`src/rtl/serial_adder.sv`:
```
// Digit-serial adder/subtractor with a valid/ready operand input and a
// valid/ready result output. DIGIT bits of the operands are consumed LSB-first
// per cycle, so one operation takes WIDTH/DIGIT cycles after capture.
module serial_adder #(
    parameter int unsigned WIDTH = 8,
    parameter int unsigned DIGIT = 1
) (
    input  logic             clk,
    input  logic             rst_n,
    input  logic             in_valid,
    output logic             in_ready,
    input  logic [WIDTH-1:0] a,
    input  logic [WIDTH-1:0] b,
    input  logic             cin,
    input  logic             sub,
    output logic             out_valid,
    input  logic             out_ready,
    output logic [WIDTH-1:0] s,
    output logic             cout,
    output logic             ovf
);

    localparam int unsigned NSteps = WIDTH / DIGIT;
    localparam int unsigned StepW  = $clog2(NSteps + 1);

    // Reject parameterisations that cannot produce a whole number of digits.
    if (WIDTH < 2 || DIGIT == 0 || (WIDTH % DIGIT) != 0) begin : g_param_check
        $fatal(1, "serial_adder: WIDTH must be >= 2 and a multiple of DIGIT");
    end

    typedef enum logic [1:0] {StIdle, StRun, StDone} state_e;

    state_e st_q, st_d;

    // Held low through reset and set on the first clock edge afterwards, so
    // in_ready stays low until the block has seen a clean edge.
    logic ready_en_q;

    logic [WIDTH-1:0] a_q, a_d;  // operand A; also collects sum digits from the top
    logic [WIDTH-1:0] b_q, b_d;  // operand B' (inverted for subtract)
    logic             carry_q, carry_d;
    logic [StepW-1:0] step_q, step_d;
    logic [WIDTH-1:0] s_q, s_d;
    logic             cout_q, cout_d;
    logic             ovf_q, ovf_d;

    logic             capture;
    logic             last_step;
    logic [DIGIT-1:0] sum_dig;
    logic [DIGIT:0]   carry_chain;
    logic [WIDTH-1:0] a_shift;

    assign capture   = (st_q == StIdle) && ready_en_q && in_valid;
    assign last_step = (st_q == StRun) && (step_q == StepW'(NSteps - 1));

    // State register, reset asynchronously to IDLE.
    always_ff @(posedge clk or negedge rst_n) begin
        if (!rst_n) begin
            st_q       <= StIdle;
            ready_en_q <= 1'b0;
        end else begin
            st_q       <= st_d;
            ready_en_q <= 1'b1;
        end
    end

    // Next-state logic.
    always_comb begin
        st_d = st_q;
        unique case (st_q)
            StIdle:  if (capture) st_d = StRun;
            StRun:   if (last_step) st_d = StDone;
            StDone:  if (out_ready) st_d = StIdle;
            default: st_d = StIdle;
        endcase
    end

    // Handshake outputs decoded from the state.
    always_comb begin
        in_ready  = 1'b0;
        out_valid = 1'b0;
        unique case (st_q)
            StIdle:  in_ready = ready_en_q;
            StRun:   ;
            StDone:  out_valid = 1'b1;
            default: ;
        endcase
    end

    // One digit of ripple addition; carry_chain[DIGIT-1] is the carry into the
    // digit's top bit, which on the last step is the carry into the MSB.
    always_comb begin
        carry_chain    = '0;
        sum_dig        = '0;
        carry_chain[0] = carry_q;
        for (int i = 0; i < int'(DIGIT); i++) begin
            sum_dig[i]       = a_q[i] ^ b_q[i] ^ carry_chain[i];
            carry_chain[i+1] = (a_q[i] & b_q[i]) | (carry_chain[i] & (a_q[i] ^ b_q[i]));
        end
        a_shift                   = a_q >> DIGIT;
        a_shift[WIDTH-1 -: DIGIT] = sum_dig;
    end

    // Datapath next-state: capture, shift per RUN step, latch result on the last step.
    always_comb begin
        a_d     = a_q;
        b_d     = b_q;
        carry_d = carry_q;
        step_d  = step_q;
        s_d     = s_q;
        cout_d  = cout_q;
        ovf_d   = ovf_q;
        if (capture) begin
            a_d     = a;
            b_d     = sub ? ~b : b;
            carry_d = cin ^ sub;  // a - b - cin == a + ~b + ~cin
            step_d  = '0;
        end else if (st_q == StRun) begin
            a_d     = a_shift;
            b_d     = b_q >> DIGIT;
            carry_d = carry_chain[DIGIT];
            step_d  = step_q + StepW'(1);
            if (last_step) begin
                s_d    = a_shift;
                cout_d = carry_chain[DIGIT];
                ovf_d  = carry_chain[DIGIT-1] ^ carry_chain[DIGIT];
            end
        end
    end

    // Datapath registers, cleared asynchronously so a reset abandons any operation.
    always_ff @(posedge clk or negedge rst_n) begin
        if (!rst_n) begin
            a_q     <= '0;
            b_q     <= '0;
            carry_q <= 1'b0;
            step_q  <= '0;
            s_q     <= '0;
            cout_q  <= 1'b0;
            ovf_q   <= 1'b0;
        end else begin
            a_q     <= a_d;
            b_q     <= b_d;
            carry_q <= carry_d;
            step_q  <= step_d;
            s_q     <= s_d;
            cout_q  <= cout_d;
            ovf_q   <= ovf_d;
        end
    end

    assign s    = s_q;
    assign cout = cout_q;
    assign ovf  = ovf_q;

endmodule

```
`config.mk`:
```
export PLATFORM = sky130hd
export DESIGN_NAME = serial_adder
export DESIGN_NICKNAME = d
export VERILOG_FILES = /design/src/rtl/serial_adder.sv
export SDC_FILE = /design/constraint.sdc
export NUM_CORES = 1
export LEC_CHECK = 0
export ABC_CLOCK_PERIOD_IN_PS = 2200
export CORE_MARGIN = 4
export CORE_UTILIZATION = 48
export CTS_CLUSTER_DIAMETER = 30
export DETAILED_ROUTE_END_ITERATION = 7
export PLACE_DENSITY = 0.83
export SLEW_MARGIN = 40
export SYNTH_ARGS = -nofsm -noshare
export SYNTH_HDL_FRONTEND = slang
export SYNTH_SLANG_ARGS = --single-unit
```
`constraint.sdc`:
```
create_clock -name clk -period 2.2 [get_ports clk]
set_clock_uncertainty 0.05 [all_clocks]
set_input_delay 0.66 -clock clk [delete_from_list [all_inputs] [get_ports clk]]
set_output_delay 0.66 -clock clk [all_outputs]
set_load 0.01 [all_outputs]
```
# Yosys cells after proc, flatten, opt, wreduce, memory -nomap -nowiden
# Cells that the tools add are included.
# classes
eq_ne,6
reduce_logical,7
n_bitwise,9
mux,15
add_sub_neg,1
# ops
cell,n
$mux W8,5
$mux W4,2
$not A8 Y8,1
$mux W2,3
$ne A2 B2 Y1 const B,3
$pmux W2 S3,1
$reduce_and A3 Y1,2
$add A4 B1 Y4 const B,1
$eq A4 B3 Y1 const B,1
$mux W1,4
$xor A1 B1 Y1,4
$logic_and A1 B1 Y1,3
$and A1 B1 Y1,2
$eq A2 B1 Y1 const B,1
$eq A2 B2 Y1 const B,1
$logic_not A2 Y1,1
$reduce_bool A2 Y1,1
$not A1 Y1,1
$or A1 B1 Y1,1
# totals
register_bits,34
wordCells,47
out_inout_bits,12
inputBits,22

# Depth between registers and ports, before layout
# Gate-level depths: netlist (run 1).
# depth
word_depth,5
ltp_mapped,5
depth_no_buf,4

# Least setup slack after synthesis (run 1)
# No wires, ideal clock.
# synth_path
path_type,input -> register
from,in in_valid
to,reg a_q[2]
path_buffers,2
setup_slack_ps,700
setup_ps,133
path_stages,4
t_required_ps,2017
arrival_ps,1317
path_cell_list,and4bb_2 > buf_2 > clkbuf_1 > o21ai_0
# synth_via
elab_chain_cells,2
elab_cells_between_ends,3
cone_classes,mux (1); reduce/logical (2)
# synth_lines
item,line_no,rtl
start: declaration,10,"input logic in_valid,"
$logic_and A1 B1 Y1 (*),53,assign capture = (st_q == StIdle) && ready_en_q && in_valid;
$mux W8 or $reduce_bool A2 Y1 (tied branches),--,
end signal: assignment,134,a_q <= '0;
end signal: assignment,142,a_q <= a_d;
end: declaration,39,"logic [WIDTH-1:0] a_q, a_d;"
# Mark *: on every way between the ends. The rest lies on a longest branch, timed or not.
# A chain may end at the register's enable or synchronous reset.

# Worst setup path after layout (run 1)
# layout_path
from,reg st_q[1]
to,out in_ready
# layout_via
elab_chain_cells,2
# layout_lines
item,line_no,rtl
start: declaration,33,"state_e st_q, st_d;"
start signal: assignment,59,st_q <= StIdle;
start signal: assignment,62,st_q <= st_d;
$logic_not A2 Y1,82,unique case (st_q)
$mux W1,82,
end: declaration,11,"output logic in_ready,"
# No other way between the ends.

==> summary.txt, run 1 <==
Drt
  – Post-DRT Antenna Nets: 0
  – Initial drt markers: 65
  – Vias/cell: about 5
  – Drt drc: 0
  – Routed vias: 1097
  – Per-cell routed wire length: about 13 µm
  – Drt total wl: 2.926 mm
  – First-pass detailed-route iteration total: 4

Cells and area
  – Total Nets Final: roughly 200
  – Leading cell type in the layout, fill and taps excluded: dfrtp_1
  – Layout area overhead: 26.26%
  – Antenna cells: 0
  – Layout cells sized above 1: between 10% and 20%
  – Most frequent cells in the layout: 34 x dfrtp_1, 31 x clkdlybuf4s50_1, 19 x o21ai_0

Critical path
  – WP data required: between 1000 and 1500 ps
  – CP startpoint: st_q[1]$_DFFE_PN0P_
  – Worst R2R End: ovf$_DFFE_PN0P_
  – Max incr delay on CP: roughly 400 ps
  – Crit path capture type: output pin
  – Top delay family on crit path: buffers and inverters
  – R2R Setup Slk: 410 ps
  – Reg2reg path depth: 5
  – CP bufs+invs: 2
  – Crit path launch type: flip-flop
  – Crit path to: in_ready
  – CP arrival: around 1300 ps
  – Crit. path cell count: 3
  – Critical-path cell list: buf_4 -> nor3b_1 -> dlygate4sd2_1
  – Crit path kind: flip-flop to output pin
  – Slowest-stage cell, CP: dfrtp_1
  – Crit Path Max Fanout: 5
  – RR Startpoint: st_q[1]$_DFFE_PN0P_

Logic synthesis
  – Post-synthesis net count: approximately 160
  – Cells after Synth: ~140
  – Cell area after synthesis: 1644 µm²
  – Post-synthesis sequential area ratio: roughly half
  – Post-synthesis register bit count: 34
  – Distinct cells, synth: 29
  – Number of synthesized flops with an enable pin: 0
  – Ys flop type: dfrtp_1
  – Warnings from Yosys: 0
  – Async S/R FF share, synth: between 90% and 100%
  – Mean Syn Cell Area: between 10 and 15 µm²

Global route
  – Vias in the first global route: about 1200
  – First-pass GRT wire length: ~5.2 mm
  – Total GRT Usage: approximately 16%
  – Initial antenna violation count: 0
  – Gr ovfl total: 0
  – Largest net degree at the start of global routing: 37

Pwr
  – Max VDD drop: 0.0004942 V
  – Power Density: approximately 1200 nW/µm²
  – Static Leak: 0.9301 nW

Placed design
  – PortBufs: 33
  – Final HPWL from detailed placement: 2.187 mm
  – GP Congestion: 0.7421

STA
  – Post-layout min period: roughly 2000 ps
  – Hold Vio Cnt, Final: 0
  – Final worst path period share: between 90 and 100%
  – Setup tns final: 0 ps
  – Unrepaired setup endpoints after global routing: no
  – Final setup viols: 0
  – Max Fclk: ~490 MHz
  – Max-slew violations: 0
  – Fin Hold WS: about 470 ps

Clocking
  – Clock Tree Root: clkbuf_4
  – H-tree depth: 2
  – CTS Buf Count: 5
  – Clock transition at path regs: approximately 100 ps
  – Number of clock sinks: 34
  – Clock Latency Late Sink: between 300 and 400 ps
  – Hold_buf cts: 0
  – Longest Clk Path Bufs: 2
  – TritonCTS clock tree: done

Die
  – Starting Density: a little over half
  – Die X: 66.53 µm
  – Io pins: 34
  – Die Footprint: around 4400 µm²
  – Core footprint: between 3000 and 4000 µm²
  – Number of cell rows: 20
  – Die Y-Extent: about 67 µm

Run status
  – Outcome: finished, final reports clean

Worst hold path
  – Hold WC Path Type: flip-flop to flip-flop

Run
  – Max cap viols: 0
==> sequential cells by signal, summed over array words and instances, names as in the netlist <==
name	flops
a_q	8
b_q	8
carry_q	1
cout	1
ovf	1
ready_en_q	1
s	8
st_q	2
step_q	4
==> worst min path at each step <==
stage	startpoint	endpoint	slack, ps	cells past startpoint
2_1_floorplan	rst_n	a_q[0]$_DFFE_PN0P_	310	0
3_3_place_gp	b_q[7]$_DFFE_PN0P_	b_q[7]$_DFFE_PN0P_	440	2
3_5_place_dp	s[4]$_DFFE_PN0P_	s[4]$_DFFE_PN0P_	450	1
4_1_cts	s[6]$_DFFE_PN0P_	s[6]$_DFFE_PN0P_	480	1
5_1_grt	s[6]$_DFFE_PN0P_	s[6]$_DFFE_PN0P_	490	1
6_report	s[7]$_DFFE_PN0P_	s[7]$_DFFE_PN0P_	470	1
==> area by class of cell <==
type / count / area (µm²)
tap: 44 / 55.05
sequential: 34 / 850.8
clock buffer: 7 / 55.05
inverter: 1 / 3.754
clock inverter: 1 / 5.005
multi-input combinational: 94 / 728.2
fill: 271 / 1077
timing repair buffer: 38 / 377.9
==> per-layer routing <==
| layer | vias to the layer above | GRT usage [%] | routed length, µm |
|---|---|---|---|
| li1 | 536 | - | - |
| met4 | 0 | 9.137 | 95 |
| met5 | - | 0 | 0 |
| met2 | 33 | 24.91 | 1439 |
| met3 | 10 | 4.553 | 157 |
| met1 | 518 | 19.20 | 1233 |
==> cell families (layout without fill, tap and decap cells) <==
group | count (synthesis) | after routing | synth area share (%)
AOI/OAI and AO/OA | 21 | 21 | 6.545
muxes | 27 | 27 | 19.25
adders and majority gates | 2 | 2 | 1.979
buffers and inverters | 10 | 47 | 3.956
DFF | 34 | 34 | 51.75
and+or+nand+nor | 31 | 31 | 9.894
other | 1 | 1 | 0.2281
xor gates and xnor gates | 12 | 12 | 6.393
==> through the flow <==
stage	std cells	area (µm²)	setup WS, ps	utilization [%]	total power (W)
detailed placement	210	2011	293.4	63.77	0.002260
finish	219	2076	171.4	65.83	0.002585
CTS	219	2076	163.6	65.83	0.002613
floorplan	138	1644	699.8	-	0.001885
global route	219	2076	68.24	65.83	0.002798
global placement	210	2011	315.6	63.77	0.002202
==> cell usage after synthesis, drive strengths merged (2+ instances only) <==
master	n	area [µm²]
nand2	17	63.81
dfrtp	34	850.8
buf	7	52.54
clkbuf	2	8.750
nor2	4	15.01
xor2	11	96.34
nand3	2	10.01
mux2	10	146.4
o21ai	19	95.09
mux2i	17	170.2
==> worst register-to-register path, cell delays in order, from the launching register on <==
cell and delay (ps):
dfrtp_1 400, buf_4 150, nand2b_1 180, nor3_4 340, buf_4 250, mux2_4 310
==> power by group <==
group | switching, W | internal (W)
clock | 0.000202 | 0.000155
combinational | 0.000484 | 0.000638
sequential | 0.000201 | 0.000906
total | 0.000887 | 0.00170
==> timing repair <==
action | CTS | global route
gates resized for setup | 2 | 0
setup buffers | 1 | 0
endpoints found under the setup margin | 2 | 0
Power figures use the tool's default switching activity.
==> inputs of run 2 (changes only) <==
--- a/config.mk
+++ b/config.mk
@@ -6,11 +6,13 @@
 export NUM_CORES = 1
 export LEC_CHECK = 0
 export ABC_CLOCK_PERIOD_IN_PS = 2200
+export CELL_PAD_IN_SITES_DETAIL_PLACEMENT = 0
+export CELL_PAD_IN_SITES_GLOBAL_PLACEMENT = 1
 export CORE_MARGIN = 4
-export CORE_UTILIZATION = 48
+export CORE_UTILIZATION = 43
 export CTS_CLUSTER_DIAMETER = 30
 export DETAILED_ROUTE_END_ITERATION = 7
-export PLACE_DENSITY = 0.83
+export PLACE_DENSITY = 0.91
 export SLEW_MARGIN = 40
 export SYNTH_ARGS = -nofsm -noshare
 export SYNTH_HDL_FRONTEND = slang
==> run 2 against run 1 <==
Effect of this change:
- flip-flop and latch count did not move
- setup slack got worse by 85 ps
- utilization fell by 8.9 points
- routed wire length rose by 2.4%
- first-iteration DRC count fell by 46%
- sequential power barely moved
- maximum frequency fell by 4.0%
- sequential share of layout area fell by 0.49 points
- highest routed layer unchanged
==> summary.txt, run 2 (synthesized netlist as in run 1, its figures left out) <==
Global route
  – Gr ovfl total: 0
  – Largest net degree at the start of global routing: 37
  – Initial antenna violation count: 0
  – Vias in the first global route: roughly 1200
  – Total GRT Usage: between 10% and 20%
  – First-pass GRT wire length: around 5.3 mm

Pwr
  – Comb power frac: ~42%
  – Power Density: 1262 nW/µm²
  – Internal: about 0.0018 W
  – Switching power: ~0.00088 W
  – Static Leak: 0.9284 nW
  – Max VDD drop: between 0.0004 and 0.0005 V
  – Sw Share: around a third
  – Clk network pwr share: 15.8%
  – Seq pwr share: 42.0%

Die
  – Io pins: 34
  – Core footprint: approximately 3700 µm²
  – Die Y-Extent: roughly 70 µm
  – Die Footprint: a little under 5000 µm²
  – Number of cell rows: 22
  – Die X: roughly 70 µm
  – Starting Density: between 40% and 50%

STA
  – Final worst path period share: between 90% and 100%
  – Setup tns final: 0 ps
  – Hold Vio Cnt, Final: 0
  – Post-layout min period: between 2000 and 2500 ps
  – Max-slew violations: 0
  – Unrepaired setup endpoints after global routing: no
  – Final setup viols: 0
  – Max Fclk: 473.0 MHz
  – Fin Hold WS: approximately 460 ps

Cells and area
  – Total Nets Final: about 200
  – Fill count: around 330
  – Leading cell type in the layout, fill and taps excluded: dfrtp_1
  – Layout area overhead: 27.78%
  – Antenna cells: 0
  – Final Non-Filler Cells: 222
  – Most frequent cells in the layout: 34 x dfrtp_1, 32 x clkdlybuf4s50_1, 19 x o21ai_0
  – Layout cells sized above 1: between 10% and 20%

Clocking
  – CTS Buf Count: 5
  – Clock transition at path regs: about 60 ps
  – Post-CTS Setup Bufs: 0
  – Longest Clk Path Bufs: 2
  – Number of clock sinks: 34
  – Clock Latency Late Sink: around 280 ps
  – H-tree depth: 2
  – Clock Tree Root: clkbuf_8
  – Hold_buf cts: 0
  – Resized cells post-CTS: 1
  – TritonCTS clock tree: done

Drt
  – Per-cell routed wire length: roughly 14 µm
  – Drt drc: 0
  – Post-DRT Antenna Nets: 0
  – Drt total wl: roughly 3.0 mm
  – First-pass detailed-route iteration total: 5
  – Vias/cell: 5.005
  – Initial drt markers: 35
  – Routed vias: about 1100

Placed design
  – Final HPWL from detailed placement: around 2.2 mm
  – Placed cells: 215
  – GP Congestion: slightly above 0.7
  – PortBufs: 33

Critical path
  – Crit path kind: flip-flop to output pin
  – Crit path launch type: flip-flop
  – WP data required: approximately 1500 ps
  – CP arrival: around 1400 ps
  – Crit Path Max Fanout: 6
  – Crit path capture type: output pin

Run
  – Max cap viols: 0

Worst hold path
  – Hold WC Path Type: flip-flop to flip-flop

Run status
  – Outcome: finished, final reports clean
[run 2: cell count changes in the layout (fill, tap and decap cells not counted), sizes merged]
cell | before | now
clkinv | 1 | 0
dlygate4sd2 | 2 | 1
clkdlybuf4s50 | 31 | 32
[run 2: final timing paths]
path	depth (start not counted)	to	start	slack, ps
setup / recovery	2	out_valid	st_q[1]$_DFFE_PN0P_	90
hold / removal	1	s[7]$_DFFE_PN0P_	s[7]$_DFFE_PN0P_	460
setup reg to reg	5	s[0]$_DFFE_PN0P_	step_q[0]$_DFFE_PN0P_	660
hold reg to reg	1	s[7]$_DFFE_PN0P_	s[7]$_DFFE_PN0P_	460
max in group asynchronous	2	b_q[2]$_DFFE_PN0P_	rst_n	1060
min in group asynchronous	2	a_q[5]$_DFFE_PN0P_	rst_n	730
[run 2: through the flow]
step           power [W]  setup WS, ps  utilization [%]  cell area [µm²]
3_5_place_dp    0.002264         264.3            54.85             2023
4_1_cts         0.002682         47.29            56.89             2098
3_3_place_gp    0.002211         322.1            54.85             2023
2_1_floorplan   0.001885         699.8                -             1644
5_1_grt         0.002854         5.444            56.95             2101
6_report        0.002650         85.95            56.95             2101
[run 2: metal layers]
metal / part of all wire (%) / wire, µm / global-route usage [%] / vias to the layer above
li1: - / - / - / 533
met3: 2.6 / 77 / 3.043 / 6
met1: 43 / 1281 / 15.76 / 551
met5: 0 / 0 / 0 / -
met4: 2.0 / 61 / 7.021 / 0
met2: 53 / 1577 / 23.40 / 21
[run 2: power by group through the flow]
stage	combinational, W	clock (W)	sequential [W]
floorplan	0.000772	0	0.00111
global placement	0.00110	0	0.00111
detailed placement	0.00114	0	0.00113
CTS	0.00114	0.000429	0.00112
global route	0.00124	0.000459	0.00116
finish	0.00112	0.000418	0.00111
[run 2: critical path: stages (launching register included)]
cell and delay (ps):
dfrtp_1 410, nor2b_2 180, clkdlybuf4s50_1 550
[run 2: area by class of cell]
| class | count | area, µm² | area share [%] |
|---|---|---|---|
| inverter | 1 | 3.754 | 0.1787 |
| timing repair buffer | 38 | 379.1 | 18.05 |
| multi-input combinational | 94 | 730.7 | 34.78 |
| clock buffer | 7 | 76.32 | 3.633 |
| tap | 48 | 60.06 | 2.859 |
| sequential | 34 | 850.8 | 40.50 |
==> inputs of run 3 (changes only) <==
--- a/config.mk
+++ b/config.mk
@@ -10,9 +10,9 @@
 export CELL_PAD_IN_SITES_GLOBAL_PLACEMENT = 1
 export CORE_MARGIN = 4
 export CORE_UTILIZATION = 43
-export CTS_CLUSTER_DIAMETER = 30
 export DETAILED_ROUTE_END_ITERATION = 7
 export PLACE_DENSITY = 0.91
+export RECOVER_POWER = 50
 export SLEW_MARGIN = 40
 export SYNTH_ARGS = -nofsm -noshare
 export SYNTH_HDL_FRONTEND = slang
==> run 3 against run 2 <==
Effect of this change:
- via count down 0.18%
- cell count unchanged
- non-clock buffer count is the same
- sequential share of layout area up 0.54 points
- flip-flop and latch count unchanged
- maximum frequency grew 0.33%
- routed wire length grew 0.50%
- register-to-register slack worse by 200 ps
- critical path depth unchanged
- setup slack better by 6.9 ps
- worst hold slack worse by 19 ps
- largest power group is now registers
- utilization decreased by 0.75 points
==> summary.txt, run 3 (synthesized netlist as in run 1, its figures left out) <==
STA
  – Max-slew violations: 0
  – Setup tns final: 0 ps
  – Hold Vio Cnt, Final: 0
  – Post-layout min period: 2107 ps
  – Worst Tran Pin Value: a little over 800 ps
  – Final worst path period share: about 96%
  – PnR worst setup slack: between 90 and 100 ps
  – Max Fclk: between 400 and 500 MHz
  – Worst relative slew slack: roughly 45%
  – Final setup viols: 0
  – Unrepaired setup endpoints after global routing: no

Clocking
  – CTS Buf Count: 5
  – Number of clock sinks: 34
  – Longest Clk Path Bufs: 2
  – Clock Latency Late Sink: about 280 ps
  – Clock Tree Root: clkbuf_8
  – H-tree depth: 2
  – Post-CTS Setup Bufs: 0
  – Clock transition at path regs: 60 ps
  – TritonCTS clock tree: done

Placed design
  – GP Congestion: between 0.7 and 0.8
  – Final HPWL from detailed placement: 2.174 mm
  – PortBufs: 33
  – Place WS: ~260 ps

Critical path
  – R2R Setup Slk: roughly 460 ps
  – WP data required: approximately 1500 ps
  – Crit path launch type: flip-flop
  – RR Startpoint: st_q[1]$_DFFE_PN0P_
  – CP arrival: roughly 1400 ps
  – Reg2reg path depth: 4
  – Crit Path Max Fanout: 6
  – Crit path kind: flip-flop to output pin
  – Worst R2R End: step_q[3]$_DFFE_PN0P_
  – Crit path capture type: output pin

Global route
  – Total GRT Usage: 13.62%
  – Largest net degree at the start of global routing: 37
  – First-pass GRT wire length: between 5 and 6 mm
  – Gr ovfl total: 0
  – Vias in the first global route: about 1200
  – Initial antenna violation count: 0

Drt
  – Drt total wl: 3.012 mm
  – Routed vias: ~1100
  – Per-cell routed wire length: ~14 µm
  – Drt drc: 0
  – Post-DRT Antenna Nets: 0
  – First-pass detailed-route iteration total: 4
  – Vias/cell: around 5
  – Initial drt markers: 37

Worst hold path
  – Origin of the worst min-delay path: s[7]$_DFFE_PN0P_
  – Hold WC Path Type: flip-flop to flip-flop
  – Hold Path Sink: s[7]$_DFFE_PN0P_
  – Hold Path Depth: 1

Die
  – Core footprint: around 3700 µm²
  – Starting Density: ~45%
  – Die X: 69.84 µm
  – Io pins: 34
  – Number of cell rows: 22
  – Die Y-Extent: ~70 µm
  – Die Footprint: 4877 µm²

Pwr
  – Static Leak: roughly 0.9 nW
  – Max VDD drop: ~0.00048 V
  – Power Density: about 1300 nW/µm²

Cells and area
  – Most frequent cells in the layout: 34 x dfrtp_1, 31 x clkdlybuf4s50_1, 19 x o21ai_0
  – Antenna cells: 0
  – Layout area overhead: 26.10%
  – Layout cells sized above 1: 10.92%
  – Leading cell type in the layout, fill and taps excluded: dfrtp_1
  – Total Nets Final: about 200

Run status
  – Outcome: finished, final reports clean

Run
  – Max cap viols: 0
## run 3: cell count changes in the layout (fill, tap and decap cells not counted)
| cell | change |
|---|---|
| buf_4 | -3 |
| clkbuf_2 | +2 |
| mux2_1 | +2 |
| mux2_4 | -2 |
| clkbuf_1 | +1 |
| clkdlybuf4s50_1 | -1 |
| dlygate4sd3_1 | +1 |
| nor3_1 | +1 |
| nor3_4 | -1 |
## run 3: timing repair
action	in CTS	in global routing
hold buffers	0	0
setup endpoints to repair	1	1
gates resized for setup	1	1
endpoints found under the hold margin	0	0
## run 3: critical path: stages (launching register included)
cell	delay, ps
dfrtp_1	430
nor2b_2	140
clkdlybuf4s50_1	550
## run 3: per-stage QoR
| step | util [%] | cells | area (µm²) | hold WS, ps | power, W |
|---|---|---|---|---|---|
| 6_report | 56.21 | 222 | 2073 | 441.4 | 0.002612 |
| 3_5_place_dp | 54.85 | 215 | 2023 | 452.9 | 0.002264 |
| 4_1_cts | 56.89 | 222 | 2098 | 467.3 | 0.002682 |
| 2_1_floorplan | - | 138 | 1644 | 314.4 | 0.001885 |
| 5_1_grt | 56.21 | 222 | 2073 | 458.3 | 0.002812 |
| 3_3_place_gp | 54.85 | 215 | 2023 | 438.4 | 0.002211 |
## run 3: worst max path at each step
stage | from | end | slack [ps]
2_1_floorplan | in_valid | a_q[2]$_DFFE_PN0P_ | 700
3_3_place_gp | sub | b_q[3]$_DFFE_PN0P_ | 320
3_5_place_dp | sub | b_q[7]$_DFFE_PN0P_ | 260
4_1_cts | st_q[1]$_DFFE_PN0P_ | out_valid | 50
5_1_grt | st_q[1]$_DFFE_PN0P_ | out_valid | 5
6_report | st_q[0]$_DFFE_PN0P_ | out_valid | 90
## run 3: power by group
part	switching, W	internal (W)	leakage, nW
clock network	0.000201	0.000218	0.0383
registers	0.000200	0.000909	0.416
logic	0.000469	0.000617	0.464
total	0.000869	0.00174	0.919
## run 3: layer usage
layer | vias up | routed length, µm | share of wire, % | track usage [%]
met2 | 24 | 1562 | 52 | 23.40
li1 | 533 | - | - | -
met3 | 6 | 90 | 3.0 | 3.043
met5 | - | 0 | 0 | 0
met4 | 0 | 60 | 2.0 | 7.021
met1 | 546 | 1298 | 43 | 15.76
## run 3: cell type report
class                   instances  area (µm²)
fillers                       333        1615
flip-flops and latches         34       850.8
multi-input cells              94       711.9
repair buffers                 38       370.4
clock buffers                   7       76.32
well taps                      48       60.06
inverters                       1       3.754
